==> config.mk <==
export PLATFORM = sky130hd
export DESIGN_NAME = pn_frame_ctrl
export DESIGN_NICKNAME = d
export VERILOG_FILES = /design/src/rtl/pn_frame_ctrl.sv
export SDC_FILE = /design/constraint.sdc
export NUM_CORES = 1
export LEC_CHECK = 0
export BUFFER_PORTS_ARGS = -buffer_cell sky130_fd_sc_hd__buf_2
export CAP_MARGIN = 20
export CORE_ASPECT_RATIO = 0.75
export CORE_MARGIN = 2
export CORE_UTILIZATION = 39
export CTS_BUF_LIST = sky130_fd_sc_hd__clkbuf_4 sky130_fd_sc_hd__clkbuf_8
export CTS_CLUSTER_DIAMETER = 80
export DETAILED_ROUTE_END_ITERATION = 10
export SLEW_MARGIN = 10
export SYNTH_ARGS = -nofsm -noshare
export SYNTH_HDL_FRONTEND = slang
export SYNTH_SLANG_ARGS = --single-unit
==> constraint.sdc <==
create_clock -name clk -period 1.8 [get_ports clk]
set_input_delay 0.36 -clock clk [delete_from_list [all_inputs] [get_ports clk]]
set_output_delay 0.36 -clock clk [all_outputs]
set_load 0.01 [all_outputs]
==> src/rtl/pn_frame_ctrl.sv <==
// BDPSK frame sequencer: sync preamble, 7-bit LFSR PN payload, idle gap, valid/ready bit output.
// Optional macro FRAME_REPEAT_EN: GAP loops back to PREAMBLE and the PN sequence runs on across frames.
module pn_frame_ctrl #(
  parameter int unsigned PREAMBLE_LEN = 16,
  parameter logic [31:0] SYNC_WORD    = 32'h0000EB90,
  parameter int unsigned PAYLOAD_LEN  = 127,
  parameter int unsigned GAP_LEN      = 4,
  parameter logic [6:0]  SEED         = 7'h7F
) (
  input  logic       clk,
  input  logic       reset_n,
  input  logic       start,
  input  logic       abort,
  input  logic       seed_load,
  input  logic [6:0] seed_in,
  input  logic       bit_ready,
  output logic       bit_out,
  output logic       bit_valid,
  output logic       frame_start,
  output logic       frame_done,
  output logic       busy,
  output logic [1:0] state_o
);

  typedef enum logic [1:0] {
    IDLE     = 2'd0,
    PREAMBLE = 2'd1,
    PAYLOAD  = 2'd2,
    GAP      = 2'd3
  } state_t;

  localparam logic [31:0] SYNC = SYNC_WORD;

  state_t     state, state_next;
  logic [6:0] seed_reg;
  logic [6:0] lfsr;
  logic [6:0] lfsr_next;
  logic [4:0] pre_cnt;
  logic [4:0] pre_idx;
  logic [9:0] pay_cnt;
  logic [7:0] gap_cnt;
  logic       first_cyc;
  logic       xfer;
  logic       pre_last, pay_last, gap_last;
  logic       reload;
  logic       kill;

  assign xfer      = bit_valid & bit_ready;
  assign kill      = abort & (state != IDLE);
  assign pre_last  = (pre_cnt == 5'(PREAMBLE_LEN - 1));
  assign pay_last  = (pay_cnt == 10'(PAYLOAD_LEN - 1));
  assign gap_last  = (gap_cnt == 8'(GAP_LEN - 1));
  assign pre_idx   = 5'(PREAMBLE_LEN - 1) - pre_cnt;
  // lfsr[k-1] holds c[k]; feedback c[7]^c[4]^c[3]^c[2] enters at c[1]
  assign lfsr_next = {lfsr[5:0], lfsr[6] ^ lfsr[3] ^ lfsr[2] ^ lfsr[1]};

`ifdef FRAME_REPEAT_EN
  logic first_frame;

  // Only the first frame after IDLE reloads the LFSR; later frames continue the sequence.
  always_ff @(posedge clk) begin
    if (!reset_n) begin
      first_frame <= 1'b0;
    end else if (state == IDLE && start) begin
      first_frame <= 1'b1;
    end else if (state == PREAMBLE && xfer && pre_last && !kill) begin
      first_frame <= 1'b0;
    end
  end

  assign reload = first_frame;
`else
  assign reload = 1'b1;
`endif

  always_ff @(posedge clk) begin
    if (!reset_n) begin
      state <= IDLE;
    end else begin
      state <= state_next;
    end
  end

  always_comb begin
    state_next = state;
    if (kill) begin
      state_next = IDLE;
    end else begin
      case (state)
        IDLE:     if (start) state_next = PREAMBLE;
        PREAMBLE: if (xfer && pre_last) state_next = PAYLOAD;
        PAYLOAD:  if (xfer && pay_last) state_next = GAP;
        GAP: begin
          if (gap_last) begin
`ifdef FRAME_REPEAT_EN
            state_next = PREAMBLE;
`else
            state_next = IDLE;
`endif
          end
        end
        default:  state_next = IDLE;
      endcase
    end
  end

  always_ff @(posedge clk) begin
    if (!reset_n) begin
      seed_reg  <= SEED;
      lfsr      <= SEED;
      pre_cnt   <= '0;
      pay_cnt   <= '0;
      gap_cnt   <= '0;
      first_cyc <= 1'b0;
    end else begin
      first_cyc <= (state_next == PREAMBLE) && (state != PREAMBLE);
      if (state == IDLE && seed_load) begin
        seed_reg <= (seed_in == '0) ? 7'h01 : seed_in;
      end
      if (kill) begin
        pre_cnt <= '0;
        pay_cnt <= '0;
        gap_cnt <= '0;
      end else begin
        case (state)
          PREAMBLE: begin
            if (xfer) begin
              pre_cnt <= pre_last ? '0 : pre_cnt + 5'd1;
              if (pre_last && reload) lfsr <= seed_reg;
            end
          end
          PAYLOAD: begin
            if (xfer) begin
              pay_cnt <= pay_last ? '0 : pay_cnt + 10'd1;
              lfsr    <= lfsr_next;
            end
          end
          GAP:     gap_cnt <= gap_last ? '0 : gap_cnt + 8'd1;
          default: ;
        endcase
      end
    end
  end

  always_comb begin
    bit_valid   = 1'b0;
    bit_out     = 1'b0;
    frame_start = 1'b0;
    frame_done  = 1'b0;
    busy        = (state != IDLE);
    case (state)
      PREAMBLE: begin
        bit_valid   = 1'b1;
        bit_out     = SYNC[pre_idx];
        frame_start = first_cyc;
      end
      PAYLOAD: begin
        bit_valid = 1'b1;
        bit_out   = lfsr[6];
      end
      GAP:     frame_done = (gap_cnt == '0);
      default: ;
    endcase
  end

  assign state_o = state;

endmodule

==> results of run 1 <==
-- through the flow --
stage | setup TNS [ns] | setup slack [ns]
after global routing | -0.160 | -0.160
after floorplan | 0 | 0.0373
after detailed placement | 0 | 0.0745
after global placement | 0 | 0.0391
final | -0.0667 | -0.0667
after CTS | -0.0953 | -0.0953
-- layout by cell type, fill, tap and decap left out, types with 5 or more instances in the layout --
cell and n:
dfxtp_1 38, buf_2 19, xor2_1 13, inv_1 13, mux2i_1 7, nand4_1 12, a31oi_1 5, xnor2_1 7
nor2_1 29, and4_1 6, nand3_1 10, nand2_1 19, and3_1 5, a21oi_1 8, clkbuf_8 7, buf_4 19
-- worst max-delay path, stage by stage (launching register included) --
cell,delay (ns)
dfxtp_2,0.35
ha_2,0.18
or2_4,0.23
a21oi_2,0.12
o21ai_1,0.08
a21boi_1,0.12
buf_2,0.14
-- power by group through the flow --
stage                     logic (uW)  clock network [uW]  registers, uW
after floorplan                  170                   0            954
after global placement           261                   0            955
after detailed placement         264                   0            956
after CTS                        266                 670            935
after global routing             306                 696            940
final                            273                 641            936
-- path summary, 6_finish.rpt --
check | start | end | slack (ns) | cells after the start
max | pre_cnt[0]$_SDFFE_PP0P_ | bit_out | -0.07 | 6
min | seed_in[3] | seed_reg[3]$_SDFFE_PN1P_ | 0.29 | 3
max reg2reg | state_o[1]$_SDFF_PN0_ | first_cyc$_SDFF_PN0_ | 0.14 | 6
min reg2reg | seed_reg[3]$_SDFFE_PN1P_ | seed_reg[3]$_SDFFE_PN1P_ | 0.48 | 2
-- logic make-up after synthesis --
kind of cell | Yosys count | share of synthesized area, %
and+or+nand+nor | 109 | 28.7
buffers and inverters | 25 | 5.23
muxes | 7 | 3.25
adders and majority gates | 10 | 5.81
DFF | 40 | 37.2
AOI/OAI and AO/OA | 32 | 11.7
xor gates and xnor gates | 20 | 8.13
-- cell type report --
cell class,count,area share [%]
multi-input cells,178,50.2
clock buffers,7,3.74
inverters,14,2.04
repair buffers,38,9.22
flip-flops and latches,40,31.2
well taps,75,3.64
-- metal layers --
layer	vias to the layer above	global-route usage (%)	share of wire [%]
li1	919	-	-
met1	794	21.3	54
met2	11	25.8	41
met3	8	3.74	2.6
met4	0	6.92	1.6
met5	-	0	0
-- timing repair --
item | CTS | global route
endpoints found under the setup margin | 3 | 7
hold endpoints to repair | 0 | 0
gates resized for setup | 9 | 7
cloned | 0 | 0
pin swaps | 5 | 4
buffers inserted | 1 | 0
==> run_results.csv, run 1 <==
group,metric,value,unit
outcome,outcome,"finished, violations left",
outcome,violations,"setup timing",
final_layout,synthToLayoutAreaGrowth,19.7,%
pwr,ir_drop,0.315,mV
timing,clock_skew,0.00425,ns
global_routing,antenna_found_initial,0,
floorplanning,die_y,68.4,microns
timing,fin_ws,-0.0667,ns
cts,cts_tree,"done",
min_path,hold_path_class,"primary input to flip-flop",
cts,holdBufCountCts,0,
synthesis,synth_warnings,0,
timing,setup_viol_count_final,1,
setup_path,worstPathArrival,1.51,ns
final_layout,fillers,514,
synthesis,synth-edff-count,0,
synthesis,ys_ff_latch,40,
pwr,pwr-share-clk,34.6,%
pwr,power.internal,1380,uW
timing,rsz0062_at_grt,"yes",
cts,htree_levels,2,
global_routing,gr-total-overflow,0,
synthesis,syn_inst,243,
setup_path,crit_fanout,3,
route,wirelength,4.52,mm
synthesis,ys.flop_type,"dfxtp_1",
cts,clk_pin_slew,0.07,ns
synthesis,syn-mean-instance-area,8.86,sq um
final_layout,reg_top3,"pay_cnt: 10 flops, gap_cnt: 8 flops",
cts,clockBufferDepth,2,
final_layout,seqCellArea,803,sq um
cts,insertion_delay,0.30,ns
setup_path,cp.required,1.44,ns
timing,relSlewSlack,69.1,%
timing,fmax,536,MHz
setup_path,end_kind,"primary output",
final_layout,largest_register,"pay_cnt",
placement,routabilityCongestion,0.803,
pwr,powerDensity,718,mW/mm^2
placement,port_buffers,19,
synthesis,syn_nets,266,
final_layout,final_cells,352,
route,drt_iter0_drc,44,
synthesis,ys_types,52,
floorplanning,design.core.area,0.00532,sq mm
route,dr.pass1.iters,4,
route,drc,0,
timing,worst_slew_pin_slew,0.464,ns
synthesis,syn_area,0.00215,sq mm
final_layout,largest_reg_flops,10,
pwr,p_comb_share,14.8,%
timing,slew_violations,0,
timing,finalCritPeriodShare,104,%
global_routing,grt_pass1_wl,7.89,mm
cts,cts_made_buffers,5,
setup_path,crit_path_start_kind,"flip-flop",
cts,root_buffer,"clkbuf_8",
synthesis,ys_async_sr_fraction,0,%
route,vias,1732,
final_layout,antenna_cells,0,
pwr,switching_power,471,uW
floorplanning,start_util,40.4,%
pwr,p_sw_share,25.5,%
flow_run,max-cap-violations,0,
floorplanning,die_width,89.8,microns
setup_path,path_class,"flip-flop to primary output",
pwr,pwr-share-seq,50.6,%
floorplanning,io_pins,20,
placement,dp_cells,344,
global_routing,grt_max_degree,20,
floorplanning,die-area,0.00614,sq mm
synthesis,yosys.area.top_type,"dfxtp_1",
synthesis,synthTopCellsByCount,"40 x dfxtp_1, 29 x nor2_1, 20 x nand2_1",
pwr,p_total,1850,uW
placement,placement.cell_area,0.00242,sq mm
final_layout,fin_nets,300,
synthesis,synth_area_leaders,"dfxtp_1 37%, ha_1 5.8%, xor2_1 5.3%, nor2_1 5.1%, nand2_1 3.5%",
synthesis,synth_most_common_cell,"dfxtp_1",
route,ant_nets,0,
pwr,p_leak,0.00108,uW
synthesis,synth_seq_area_share,37.2,%
global_routing,track_usage,16.1,%
final_layout,multi_input_area,0.00129,sq mm
final_layout,fin_area,0.00258,sq mm
timing,timing.hold.ws,0.288,ns
synthesis,synth_top_area_share,37.2,%
placement,hpwl,3.37,mm
floorplanning,rows,23,
timing,hold_violations,0,
final_layout,drive_gt1_share,26.0,%
cts,clock-sinks,40,
route,viasPerCell,4.92,
final_layout,fin_util,48.4,%
route,wire_per_inst,12.8,microns
timing,period_minus_slack,1.87,ns
global_routing,grt_pass1_vias,1692,
No activity file was read; power rests on OpenSTA's default activity.
==> run 2, diff against run 1 <==
- BUFFER_PORTS_ARGS: -buffer_cell sky130_fd_sc_hd__buf_2 -> default
- CORE_UTILIZATION: 39 -> 48
- DONT_BUFFER_PORTS: default -> 1
- HOLD_SLACK_MARGIN: default -> 0.05
==> run 2 against run 1 <==
Compared with the run above: setup slack gained 0.013 ns; via count fell by 2.9%; cell count down 9.9%; core utilization up 8.2 points; first-iteration DRC count increased by 82%; hold slack got worse by 0.15 ns; the run still ends with setup timing left; critical path type unchanged; fmax is 0.69% higher; largest power group unchanged; clock power shrank 7.8%; design area shrank 3.6%.
==> run_results.csv, run 2 (same netlist as run 1, synthesis figures left out) <==
group,metric,value,unit
setup_path,reg2reg_depth,6,
cts,cts_made_buffers,5,
route,dr.pass1.iters,4,
placement,dp_slack,0.0386,ns
timing,setup_viol_count_final,1,
placement,routabilityCongestion,0.851,
pwr,p_leak,0.00100,uW
timing,period_minus_slack,1.85,ns
floorplanning,die_width,81.3,microns
pwr,ir_drop,0.434,mV
timing,rsz0062_at_grt,"yes",
floorplanning,start_util,49.1,%
final_layout,fillers,415,
cts,insertion_delay,0.29,ns
setup_path,worstPathArrival,1.49,ns
final_layout,fin_nets,283,
cts,clock-sinks,40,
flow_run,max-cap-violations,0,
placement,placement.cell_area,0.00228,sq mm
timing,relSlewSlack,70.1,%
pwr,powerDensity,715,mW/mm^2
cts,htree_levels,2,
timing,timing.hold.ws,0.137,ns
final_layout,fin_area,0.00248,sq mm
timing,fmax,539,MHz
final_layout,antenna_cells,0,
route,vias,1681,
global_routing,grt_max_degree,21,
setup_path,path_class,"flip-flop to primary output",
cts,holdBufCountCts,0,
final_layout,drive_gt1_share,21.9,%
timing,slew_violations,0,
global_routing,antenna_found_initial,0,
global_routing,use_met3,5.20,%
final_layout,largest_register,"pay_cnt",
timing,finalCritPeriodShare,103,%
global_routing,globalRoute.busiestLayer,"met1",
timing,fin_ws,-0.0540,ns
cts,root_buffer,"clkbuf_8",
route,drc,0,
final_layout,final_common_cell,"dfxtp_1",
timing,worst_slew_pin_slew,0.449,ns
global_routing,track_usage,19.4,%
setup_path,crit_path_start_kind,"flip-flop",
floorplanning,die-area,0.00504,sq mm
setup_path,cp.required,1.44,ns
setup_path,crit_slowest_cell,"dfxtp_4",
setup_path,max_stage_delay,0.39,ns
floorplanning,rows,21,
cts,clk_pin_slew,0.08,ns
outcome,outcome,"finished, violations left",
global_routing,grtUsageMet2,27.9,%
placement,port_buffers,0,
timing,clock_skew,0.00154,ns
final_layout,final_cell_mix,"38 x dfxtp_1, 29 x nor2_1, 21 x buf_4",
route,drt_iter0_drc,80,
setup_path,crit_fanout,4,
final_layout,largest_reg_flops,10,
route,ant_nets,0,
final_layout,reg_top3,"pay_cnt: 10 flops, gap_cnt: 8 flops",
cts,cts_tree,"done",
floorplanning,die_y,62.0,microns
global_routing,grt_pass1_vias,1541,
setup_path,crit_chain,"inv_4 > ha_4 > nand2_2 > a21oi_2 > o21ai_1 > a21boi_1 > buf_4",
floorplanning,io_pins,20,
floorplanning,design.core.area,0.00439,sq mm
route,wirelength,4.48,mm
final_layout,synthToLayoutAreaGrowth,15.4,%
route,viasPerCell,5.30,
min_path,hold_depth,1,
outcome,violations,"setup timing",
route,wire_per_inst,14.1,microns
min_path,hold_path_class,"primary input to flip-flop",
global_routing,gr-total-overflow,0,
global_routing,gr-usage-met1,28.3,%
cts,clockBufferDepth,2,
global_routing,grt_pass1_wl,7.40,mm
setup_path,end_kind,"primary output",
timing,hold_violations,0,
timing,setup-tns-final,-0.0540,ns
placement,hpwl,3.12,mm
final_layout,fin_util,56.6,%
==> run 2: cell types whose count changed in the layout (fill, tap and decap cells not counted), sizes merged <==
cell	delta
buf	-17
clkbuf	-1
clkinv	+1
==> run 2: final timing paths <==
| check | from | to | slack [ns] |
|---|---|---|---|
| setup reg to reg | state_o[1]$_SDFF_PN0_ | first_cyc$_SDFF_PN0_ | 0.10 |
| hold reg to reg | seed_reg[6]$_SDFFE_PN1P_ | seed_reg[6]$_SDFFE_PN1P_ | 0.47 |
| setup / recovery | pre_cnt[1]$_SDFFE_PP0P_ | bit_out | -0.05 |
| hold / removal | reset_n | seed_reg[3]$_SDFFE_PN1P_ | 0.14 |
==> run 2: repair_timing <==
action	CTS	global route
gates resized for setup	15	7
hold endpoints to repair	0	0
gates cloned	0	0
pin swaps	5	4
setup buffers	3	2
endpoints found under the setup margin	1	4
==> run 2: cell type report <==
cell class	instances	area (sq um)	area share, %
Multi-Input combinational cell	178	1310	52.8
Clock inverter	1	5.00	0.201
Sequential cell	40	808	32.5
Inverter	14	55.1	2.22
Clock buffer	6	76.3	3.07
Timing Repair Buffer	21	158	6.34
Tap cell	57	71.3	2.87
==> run 2: where the power goes <==
group | switching (uW) | internal, uW
clock network | 312 | 279
logic | 138 | 115
registers | 18.9 | 914
total | 468 | 1310
==> run 2: critical path, delay by kind of cell (launching register included) <==
kind                       cells  cell delay (ns)
adders and majority gates      1             0.26
buffers and inverters          2             0.17
AOI/OAI and AO/OA              3             0.33
and+or+nand+nor                1             0.05
DFF                            1             0.39
==> run 2: through the flow <==
step	total power, uW	instances
floorplan	1120	243
global placement	1190	305
detailed placement	1190	305
CTS	1780	315
global route	1860	317
finish	1780	317
==> run 2: metal layers <==
layer	routed length, microns	vias to the layer above
met4	63	0
met1	2400	758
li1	-	886
met5	0	-
met3	202	7
met2	1810	30
